===== config.mk =====
export PLATFORM = sky130hd
export DESIGN_NAME = hamdec_pipe
export DESIGN_NICKNAME = d
export VERILOG_FILES = /design/src/rtl/hamdec_pipe_pkg.sv /design/src/rtl/hamming_syndrome.sv /design/src/rtl/hamdec_pipe.sv
export SDC_FILE = /design/constraint.sdc
export NUM_CORES = 1
export LEC_CHECK = 0
export ABC_CLOCK_PERIOD_IN_PS = 2700
export CORE_ASPECT_RATIO = 1.25
export CORE_MARGIN = 2
export CORE_UTILIZATION = 53
export DETAILED_ROUTE_END_ITERATION = 16
export PLACE_DENSITY = 0.89
export SETUP_SLACK_MARGIN = 0.05
export SYNTH_ARGS = -nofsm -noshare
export SYNTH_HDL_FRONTEND = slang
export SYNTH_SLANG_ARGS = --single-unit

===== constraint.sdc =====
create_clock -name clk -period 2.7 [get_ports clk]
set_input_delay 0.27 -clock clk [delete_from_list [all_inputs] [get_ports clk]]
set_output_delay 0.27 -clock clk [all_outputs]
set_load 0.02 [all_outputs]

===== src/rtl/hamdec_pipe_pkg.sv =====
// Shared Hamming helpers: check-bit count, position maps and decode status.
package hamdec_pipe_pkg;

   typedef enum logic [1:0] {
      DecClean,
      DecCorrected,
      DecUncorr
   } dec_status_e;

   // Smallest r with 2^r >= k + r + 1.
   function automatic int unsigned calc_r(input int unsigned k);
      int unsigned r;
      r = 1;
      while ((32'd1 << r) < (k + r + 32'd1)) r++;
      return r;
   endfunction

   function automatic bit is_pow2(input int unsigned p);
      return (p != 0) && ((p & (p - 32'd1)) == 0);
   endfunction

   // 1-based codeword position of data bit idx (data fills non-power-of-two slots).
   function automatic int unsigned data_pos(input int unsigned idx);
      int unsigned cnt;
      int unsigned pos;
      cnt = 0;
      pos = 0;
      for (int unsigned p = 1; p < 64; p++) begin
         if (!is_pow2(p)) begin
            if (cnt == idx && pos == 0) pos = p;
            cnt++;
         end
      end
      return pos;
   endfunction

   // Positions 1..kr whose index has bit b set; bit p-1 of the mask is position p.
   function automatic logic [63:0] syn_mask(input int unsigned kr, input int unsigned b);
      logic [63:0] m;
      m = '0;
      for (int unsigned p = 1; p < 64; p++) begin
         if (p <= kr && ((p >> b) & 32'd1) == 32'd1) m = m | (64'd1 << (p - 1));
      end
      return m;
   endfunction

   // One-hot mask selecting the codeword bit that carries data bit idx.
   function automatic logic [63:0] data_mask(input int unsigned idx);
      return 64'd1 << (data_pos(idx) - 1);
   endfunction

endpackage


===== src/rtl/hamming_syndrome.sv =====
// Combinational syndrome and data extraction for a K+R-bit Hamming codeword.
module hamming_syndrome
   import hamdec_pipe_pkg::*;
#(
   parameter int unsigned K = 5,
   parameter int unsigned R = 4
) (
   input  logic [K+R-1:0] cw,
   output logic [R-1:0]   syndrome,
   output logic [K-1:0]   data
);

   localparam int unsigned KR = K + R;

   for (genvar i = 0; i < R; i++) begin : g_syn
      localparam logic [63:0] Mask = syn_mask(KR, i);
      assign syndrome[i] = ^(cw & Mask[KR-1:0]);
   end

   for (genvar d = 0; d < K; d++) begin : g_data
      localparam logic [63:0] Mask = data_mask(d);
      assign data[d] = |(cw & Mask[KR-1:0]);
   end

endmodule


===== src/rtl/hamdec_pipe.sv =====
// Two-stage pipelined Hamming SEC / SECDED decoder with saturating error counters.
module hamdec_pipe
   import hamdec_pipe_pkg::*;
#(
   parameter int unsigned K      = 5,
   parameter int unsigned SECDED = 0,
   parameter int unsigned CNT_W  = 8,
   localparam int unsigned R     = calc_r(K),
   localparam int unsigned N     = K + R + SECDED
) (
   input  logic             clk,
   input  logic             rst_n,
   input  logic             in_valid,
   output logic             in_ready,
   input  logic [N-1:0]     in_cw,
   output logic             out_valid,
   input  logic             out_ready,
   output logic [K-1:0]     out_data,
   output logic [R:0]       out_err_pos,
   output logic             out_corrected,
   output logic             out_uncorr,
   input  logic             clr_cnt,
   output logic [CNT_W-1:0] corr_cnt,
   output logic [CNT_W-1:0] uncorr_cnt
);

   localparam int unsigned KR = K + R;

   logic           s1_adv;
   logic           s2_adv;
   logic           s1_valid;
   logic [K-1:0]   s1_data;
   logic [R-1:0]   s1_syn;
   logic           s1_pm;
   logic [R-1:0]   syn_c;
   logic [K-1:0]   data_c;
   logic           pm_c;
   logic [K-1:0]   flip_mask;
   dec_status_e    dec_status;
   logic [R:0]     dec_pos;
   logic [K-1:0]   dec_data;
   logic           out_hs;

   assign s2_adv   = !out_valid || out_ready;
   assign s1_adv   = !s1_valid || s2_adv;
   assign in_ready = s1_adv;
   assign out_hs   = out_valid && out_ready;

   hamming_syndrome #(
      .K (K),
      .R (R)
   ) u_syndrome (
      .cw       (in_cw[KR-1:0]),
      .syndrome (syn_c),
      .data     (data_c)
   );

   // Overall parity covers the whole codeword including the extra bit; even parity -> 0.
   if (SECDED != 0) begin : g_pm
      assign pm_c = ^in_cw;
   end else begin : g_no_pm
      assign pm_c = 1'b0;
   end

   // Stage 1: capture extracted data, syndrome and parity mismatch.
   always_ff @(posedge clk or negedge rst_n) begin
      if (!rst_n) begin
         s1_valid <= 1'b0;
         s1_data  <= '0;
         s1_syn   <= '0;
         s1_pm    <= 1'b0;
      end else if (s1_adv) begin
         s1_valid <= in_valid;
         if (in_valid) begin
            s1_data <= data_c;
            s1_syn  <= syn_c;
            s1_pm   <= pm_c;
         end
      end
   end

   // A syndrome equal to a data position flips that data bit; parity positions never match.
   for (genvar i = 0; i < K; i++) begin : g_flip
      localparam int unsigned Pos = data_pos(i);
      assign flip_mask[i] = (s1_syn == R'(Pos));
   end

   // Classify the word from syndrome and parity mismatch.
   always_comb begin
      dec_status = DecClean;
      dec_pos    = '0;
      if (s1_syn == '0) begin
         if (s1_pm) begin
            dec_status = DecCorrected;
            dec_pos    = (R + 1)'(N);
         end
      end else if (SECDED == 0 || s1_pm) begin
         if (s1_syn <= R'(KR)) begin
            dec_status = DecCorrected;
            dec_pos    = {1'b0, s1_syn};
         end else begin
            dec_status = DecUncorr;
         end
      end else begin
         dec_status = DecUncorr;
      end
   end

   assign dec_data = (dec_status == DecCorrected) ? (s1_data ^ flip_mask) : s1_data;

   // Stage 2: register corrected result; holds while downstream stalls.
   always_ff @(posedge clk or negedge rst_n) begin
      if (!rst_n) begin
         out_valid     <= 1'b0;
         out_data      <= '0;
         out_err_pos   <= '0;
         out_corrected <= 1'b0;
         out_uncorr    <= 1'b0;
      end else if (s2_adv) begin
         out_valid <= s1_valid;
         if (s1_valid) begin
            out_data      <= dec_data;
            out_err_pos   <= dec_pos;
            out_corrected <= (dec_status == DecCorrected);
            out_uncorr    <= (dec_status == DecUncorr);
         end
      end
   end

   // Saturating counters bumped on delivered words; clear takes priority.
   always_ff @(posedge clk or negedge rst_n) begin
      if (!rst_n) begin
         corr_cnt   <= '0;
         uncorr_cnt <= '0;
      end else if (clr_cnt) begin
         corr_cnt   <= '0;
         uncorr_cnt <= '0;
      end else begin
         if (out_hs && out_corrected && corr_cnt != '1) corr_cnt <= corr_cnt + CNT_W'(1);
         if (out_hs && out_uncorr && uncorr_cnt != '1) uncorr_cnt <= uncorr_cnt + CNT_W'(1);
      end
   end

endmodule


==> run metrics, run 1 <==
status finished clean; initial drt markers 54; area delta synth->final 29.1%; Detailed Route WL roughly 3400 um; Initial Util 56.6%; crit-path cells clkdlybuf4s50_1 -> nand3b_1 -> clkdlybuf4s50_1; switching part of the total between 30 and 40%; Final nets between 200 and 250; Highest Clock Rate between 500 and 600 MHz; period utilisation layout slightly below 70%; Util after Layout roughly three quarters; initial antenna violation count 0; I/O pin cnt 44; critical path class input port to output pin; hold-fix buffer count after cts 0; Final Cell Area ~2400 um2; Pre-antenna DRT Iters 4; diode count 0; Total GRT Usage around a fifth; DRC violations left 0; Root Buffer clkbuf_8; Hold WC Path Type input port to asynchronous set/reset pin; Yosys warnings 0; Worst Clk Skew around 0.0043 ns; register area share after synthesis between 50% and 60%; routed vias/inst 5.41; Post-CTS Resized 0; RSZ-0062 raised after global routing false; # fillers 246; Critical path buffers and inverters 2; Comb power frac between 20% and 30%; Cells after Synth about 180; synthesized flop and latch total 38; die width 56.7 um; placed wire-length estimate roughly 2500 um; DIE AREA roughly 4000 um2; Required @ worst endpoint approximately 2.4 ns; Mapped Avg Cell Area a little over 10 um2; Via Count 1424; number of buffers created by CTS 5; worst r2r src corr_cnt[0]$_DFFE_PN0P_; CTS clk-pin slew, worst paths about 0.070 ns; DR WL/cell roughly 13 um; Pint between 1 and 1.5 mW; Period minus WS final 1.83 ns; Setup crit start out_ready; CP Launch Type input port; clock share of power approximately 27%; highest-delay cell along the critical path clkdlybuf4s50_1; Post-synth EDFFs 0; worst slew pin tran between 0.6 and 0.7 ns; Power Dens Cells approximately 630 nW/um2; share of layout cells above drive strength 1 under 10%; chip height about 70 um; htree depth 2; Switch Pwr between 0.4 and 0.5 mW; Most used DFF post-synth dfrtp_1; Inst Count DP about 260; family with the most delay on the worst path buffers and inverters; Crit Path Max Fanout 4; VDD IR max about 0.56 mV; Final Hold Fails 0; CTS tree done; Clock Sinks 38; ys async rst share 100%; critical path arrival between 1.5 and 2 ns; dpl ws approximately 0.80 ns; clk buf depth 2; Slew Viols, Final 0; fin cells between 200 and 300; max-cap viol count 0; largest net degree at the start of global routing 39; final worst setup slack just under 0.9 ns; IO buf count 42; Std-Cell Rows 23; relative slew slack between 50% and 60%; Lkg Pwr slightly below 1 nW; setup tns final 0 ns; Synth cell types 34; gpl congestion 0.785; Flop pwr share 47.8%; crit-path most repeated cell clkdlybuf4s50_1; Synth Cell Area between 1500 and 2000 um2; setup bufs post-CTS 0; placed cell areas 2280 um2; setup violators final 0; Final ANT Viol Nets 0; first-pass GRT wire length between 5000 and 6000 um; vias in the first global route between 1000 and 1500; crit-path max cell delay ~0.62 ns; clk_lat worst skew slightly below 0.3 ns; Syn Nets 198; Setup crit end kind output pin; core area between 3000 and 4000 um2; gr ovfl total 0
-- power groups by stage --
stage               Clock, mW  Combinational [mW]  Sequential, mW
floorplan                   0               0.151           0.777
global placement            0               0.369           0.726
detailed placement          0               0.379           0.727
CTS                     0.416               0.382           0.716
global route            0.438               0.414           0.728
finish                  0.407               0.375           0.716
-- synth_stat cells (3+ instances only) --
cell      instances  area [um2]
a21oi_1           4        20.0
nor3_1            3        15.0
xnor2_1          15         131
nand4_1           3        18.8
nor2_1           12        45.0
dfrtp_1          38         951
and3_1            5        31.3
inv_1             4        15.0
nand3_1           6        30.0
mux2_2            7        78.8
mux2i_1           3        30.0
nand2_1          23        86.3
o211ai_1          3        22.5
xor2_1            7        61.3
nand2b_1          5        31.3
o21ai_0          18        90.1
clkbuf_1          3        11.3
-- per-stage QoR --
stage	power [mW]	hold slack, ns
floorplan	0.928	-0.0256
global placement	1.10	0.464
detailed placement	1.11	0.483
CTS	1.51	0.418
global route	1.58	0.457
finish	1.50	0.404
-- state kept, by name, summed over array words and instances, names as in the netlist --
register / count
corr_cnt: 8
out_err_pos: 4
out_data: 5
s1_data: 5
out_corrected: 1
s1_syn: 4
uncorr_cnt: 8
s1_valid: 1
out_valid: 1
out_uncorr: 1
-- area by class of cell --
type / count / area [um2] / area share [%]
Timing Repair Buffer: 43 / 428 / 18.0
Inverter: 4 / 15.0 / 0.631
Sequential cell: 38 / 951 / 40.0
Tap cell: 37 / 46.3 / 1.95
Multi-Input combinational cell: 133 / 843 / 35.5
Clock buffer: 6 / 82.6 / 3.47
Clock inverter: 2 / 12.5 / 0.526
-- cell families after synthesis --
group                      Yosys count  share of synthesized area [%]
buffers and inverters               11                           2.58
muxes                               10                           5.91
and+or+nand+nor                     67                           18.1
xor gates and xnor gates            22                           10.5
adders and majority gates            2                           1.36
AOI/OAI and AO/OA                   31                           9.78
DFF                                 38                           51.6
other                                1                          0.204
-- routing by layer --
metal	global-route usage, %	vias up	routed length (um)
met5	0	-	0
met4	7.41	0	37
met3	5.19	5	155
met2	32.2	39	1780
met1	22.1	665	1450
li1	-	715	-
-- placed cells by master (no fill, tap or decap), types with 4 or more instances in the layout --
cell type        netlist  routed
xnor2_1               15      15
clkbuf_8               0       6
o21ai_0               18      18
a21oi_1                4       4
nand3_1                6       6
xor2_1                 7       7
nand2_1               23      23
inv_1                  4       4
clkdlybuf4s50_1        0      42
and3_1                 5       5
nand2b_1               5       5
dfrtp_1               38      38
nor2_1                12      12
mux2_2                 7       7
-- worst paths after layout --
check	to	slack, ns	cells after the start
setup / recovery	in_ready	0.87	3
hold / removal	uncorr_cnt[3]$_DFFE_PN0P_	0.40	2
setup reg to reg	corr_cnt[5]$_DFFE_PN0P_	0.90	5
hold reg to reg	out_data[4]$_DFFE_PN0P_	0.49	2
max in group asynchronous	corr_cnt[4]$_DFFE_PN0P_	1.96	2
min in group clk	out_data[4]$_DFFE_PN0P_	0.49	2
Note: power is estimated with default switching activity, not from simulation.
==> run 2, diff against run 1 <==
ABC_CLOCK_PERIOD_IN_PS = 1650   (was 2700)
CORE_UTILIZATION = 44   (was 53)
PLACE_DENSITY = 0.8   (was 0.89)
clock period = 1.65 ns   (was 2.7 ns; I/O delays follow)
==> run 2 against run 1 <==
Effect of this change:
- clock skew up 0.0031 ns
- clock power rose by 88%
- combinational power increased by 76%
- clock-buffer cell count is 1 lower
- routed wire length increased by 9.4%
- first-iteration DRC count is 22% lower
- sequential share of layout area is 2.9 points lower
- power up 73%
- die area grew 19%
- sequential power increased by 63%
- worst hold slack worse by 0.11 ns
- critical path depth up 2
- highest routed layer unchanged
==> run metrics, run 2 (synthesized netlist as in run 1, its figures left out) <==
Final nets 254 (was 241); clk_lat worst skew 0.29 ns (about the same); reg2reg end corr_cnt[5]$_DFFE_PN0P_ (unchanged); status finished clean (unchanged); Std-Cell Rows 26 (was 23); Inst Count DP 284 (was 255); # fillers 340 (was 246); setup violators final 0 (unchanged); Final Hold Fails 0 (unchanged); Hold WC Path Type input port to asynchronous set/reset pin (unchanged); Root Buffer clkbuf_8 (unchanged); initial antenna violation count 0 (unchanged); gr ovfl total 0 (unchanged); area delta synth->final 39.7% (was 29.1%); share of layout cells above drive strength 1 15.9% (was 7.52%); critical path class flop to flop (was input port to output pin); placed wire-length estimate 2690 um (was 2490 um); critical path arrival 1.86 ns (was 1.56 ns); VDD IR max 0.594 mV (was 0.562 mV); diode count 0 (unchanged); DRC violations left 0 (unchanged); period utilisation layout between 90% and 100%; chip height 76.3 um (was 69.9 um); RSZ-0062 raised after global routing true (was false); Pre-antenna DRT Iters 4 (unchanged); setup tns final 0 ns (unchanged); Setup crit end kind flop (was output pin); worst reg-to-reg setup slack 0.02 ns (was 0.90 ns); CTS clk-pin slew, worst paths 0.08 ns (was 0.07 ns); routed vias/inst 5.10 (was 5.41); DR WL/cell 12.7 um (was 13.0 um); CP Launch Type flop (was input port); CTS tree done (unchanged); largest net degree at the start of global routing 21 (was 39); Crit Path Max Fanout 3 (was 4); Power Dens Cells 1010 nW/um2 (was 630 nW/um2); die width 61.9 um (was 56.7 um); fin cells 295 (was 263); Final ANT Viol Nets 0 (unchanged); core area 4070 um2 (was 3250 um2); placed cell areas 2400 um2 (was 2280 um2); gpl congestion 0.892 (was 0.785); Period minus WS final 1.63 ns; Worst Clk Skew 0.00742 ns (was 0.00428 ns); most frequent cells in the layout clkdlybuf4s50_1, dfrtp_1, nand2_1 (unchanged); Highest Clock Rate 614 MHz; first-pass GRT wire length 6360 um (was 5890 um); Total GRT Usage 18.2% (was 18.8%); clk buf depth 2 (unchanged); Setup crit start corr_cnt[1]$_DFFE_PN0P_ (was out_ready); max-cap viol count 0 (unchanged); Clock Sinks 38 (unchanged); number of buffers created by CTS 5 (unchanged); IO buf count 42 (unchanged); I/O pin cnt 44 (unchanged); initial drt markers 42 (was 54); Lkg Pwr 1.10 nW (was 0.991 nW); biggest regs corr_cnt x8, uncorr_cnt x8 (unchanged); Initial Util 45.3% (was 56.6%); Final Cell Area 2570 um2 (was 2380 um2); DIE AREA 4720 um2 (was 3970 um2); Required @ worst endpoint 1.88 ns (was 2.43 ns); vias in the first global route 1435 (was 1397); Util after Layout 63.3% (was 73.1%); htree depth 2 (unchanged); Detailed Route WL 3740 um (was 3420 um); area of the multi-input gates 886 um2 (was 843 um2); Slew Viols, Final 0 (unchanged); leading cell type in the layout, fill and taps excluded clkdlybuf4s50_1 (unchanged); register area 953 um2 (was 951 um2); Worst Reg-to-Reg Cells 5 (unchanged); CP Capture Point corr_cnt[5]$_DFFE_PN0P_ (was in_ready); worst r2r src corr_cnt[1]$_DFFE_PN0P_ (was corr_cnt[0]$_DFFE_PN0P_); Via Count 1504 (was 1424)
## run 2: cell types whose count changed in the layout (fill, tap and decap cells not counted), sizes merged
| cell | delta |
|---|---|
| clkbuf | -1 |
| clkinvlp | -1 |
| dlygate4sd3 | +1 |
| bufinv | +1 |
| dlymetal6s2s | +2 |
| clkdlybuf4s50 | -4 |
| clkinv | +1 |
| dlygate4sd2 | +1 |
| buf | +13 |
## run 2: cell type report
| cell class | instances | share of cell area [%] |
|---|---|---|
| flip-flops and latches | 38 | 37.1 |
| multi-input cells | 133 | 34.4 |
| repair buffers | 56 | 21.0 |
| well taps | 56 | 2.72 |
| clock buffers | 5 | 2.68 |
| clock inverters | 3 | 1.56 |
| inverters | 4 | 0.584 |
## run 2: power by group
part | internal (mW) | switching, mW
Combinational | 0.334 | 0.327
Clock | 0.445 | 0.320
Sequential | 1.06 | 0.114
Total | 1.84 | 0.761
## run 2: per-stage QoR
stage / power, mW / hold slack, ns / setup WS (ns)
finish: 2.60 / 0.296 / 0.0206
detailed placement: 1.85 / 0.0604 / -0.0516
global placement: 1.84 / 0.0598 / -0.0299
CTS: 2.63 / 0.281 / 0.0429
floorplan: 1.52 / -0.131 / -0.0171
global route: 2.75 / 0.303 / -0.0257
## run 2: per-layer routing
layer	vias to the layer above	global-route usage, %	wire length (um)
li1	739	-	-
met1	714	22.0	1550
met2	49	28.5	1990
met3	2	5.94	171
met4	0	8.09	27
met5	-	0	0
## run 2: what timing repair did
item                       4_1_cts  5_1_grt
hold buffers                     1        0
hold endpoints to repair        11        0
setup endpoints to repair        2       10
resized for setup                1        9
setup buffers                    1        1
pin swaps                        0        1
## run 2: worst min path at each step
stage                     cells past startpoint  start                        end
after floorplan                               0  rst_n    corr_cnt[0]$_DFFE_PN0P_
after global placement                        1  rst_n  uncorr_cnt[5]$_DFFE_PN0P_
after detailed placement                      1  rst_n  uncorr_cnt[5]$_DFFE_PN0P_
after CTS                                     2  rst_n    corr_cnt[4]$_DFFE_PN0P_
after global routing                          2  rst_n    corr_cnt[4]$_DFFE_PN0P_
final                                         2  rst_n    corr_cnt[4]$_DFFE_PN0P_
## run 2: critical path: stages (launching register included)
cell	delay [ns]
dfrtp_2	0.44
ha_4	0.17
and3_1	0.18
a21o_1	0.18
or4_4	0.48
a21oi_2	0.12
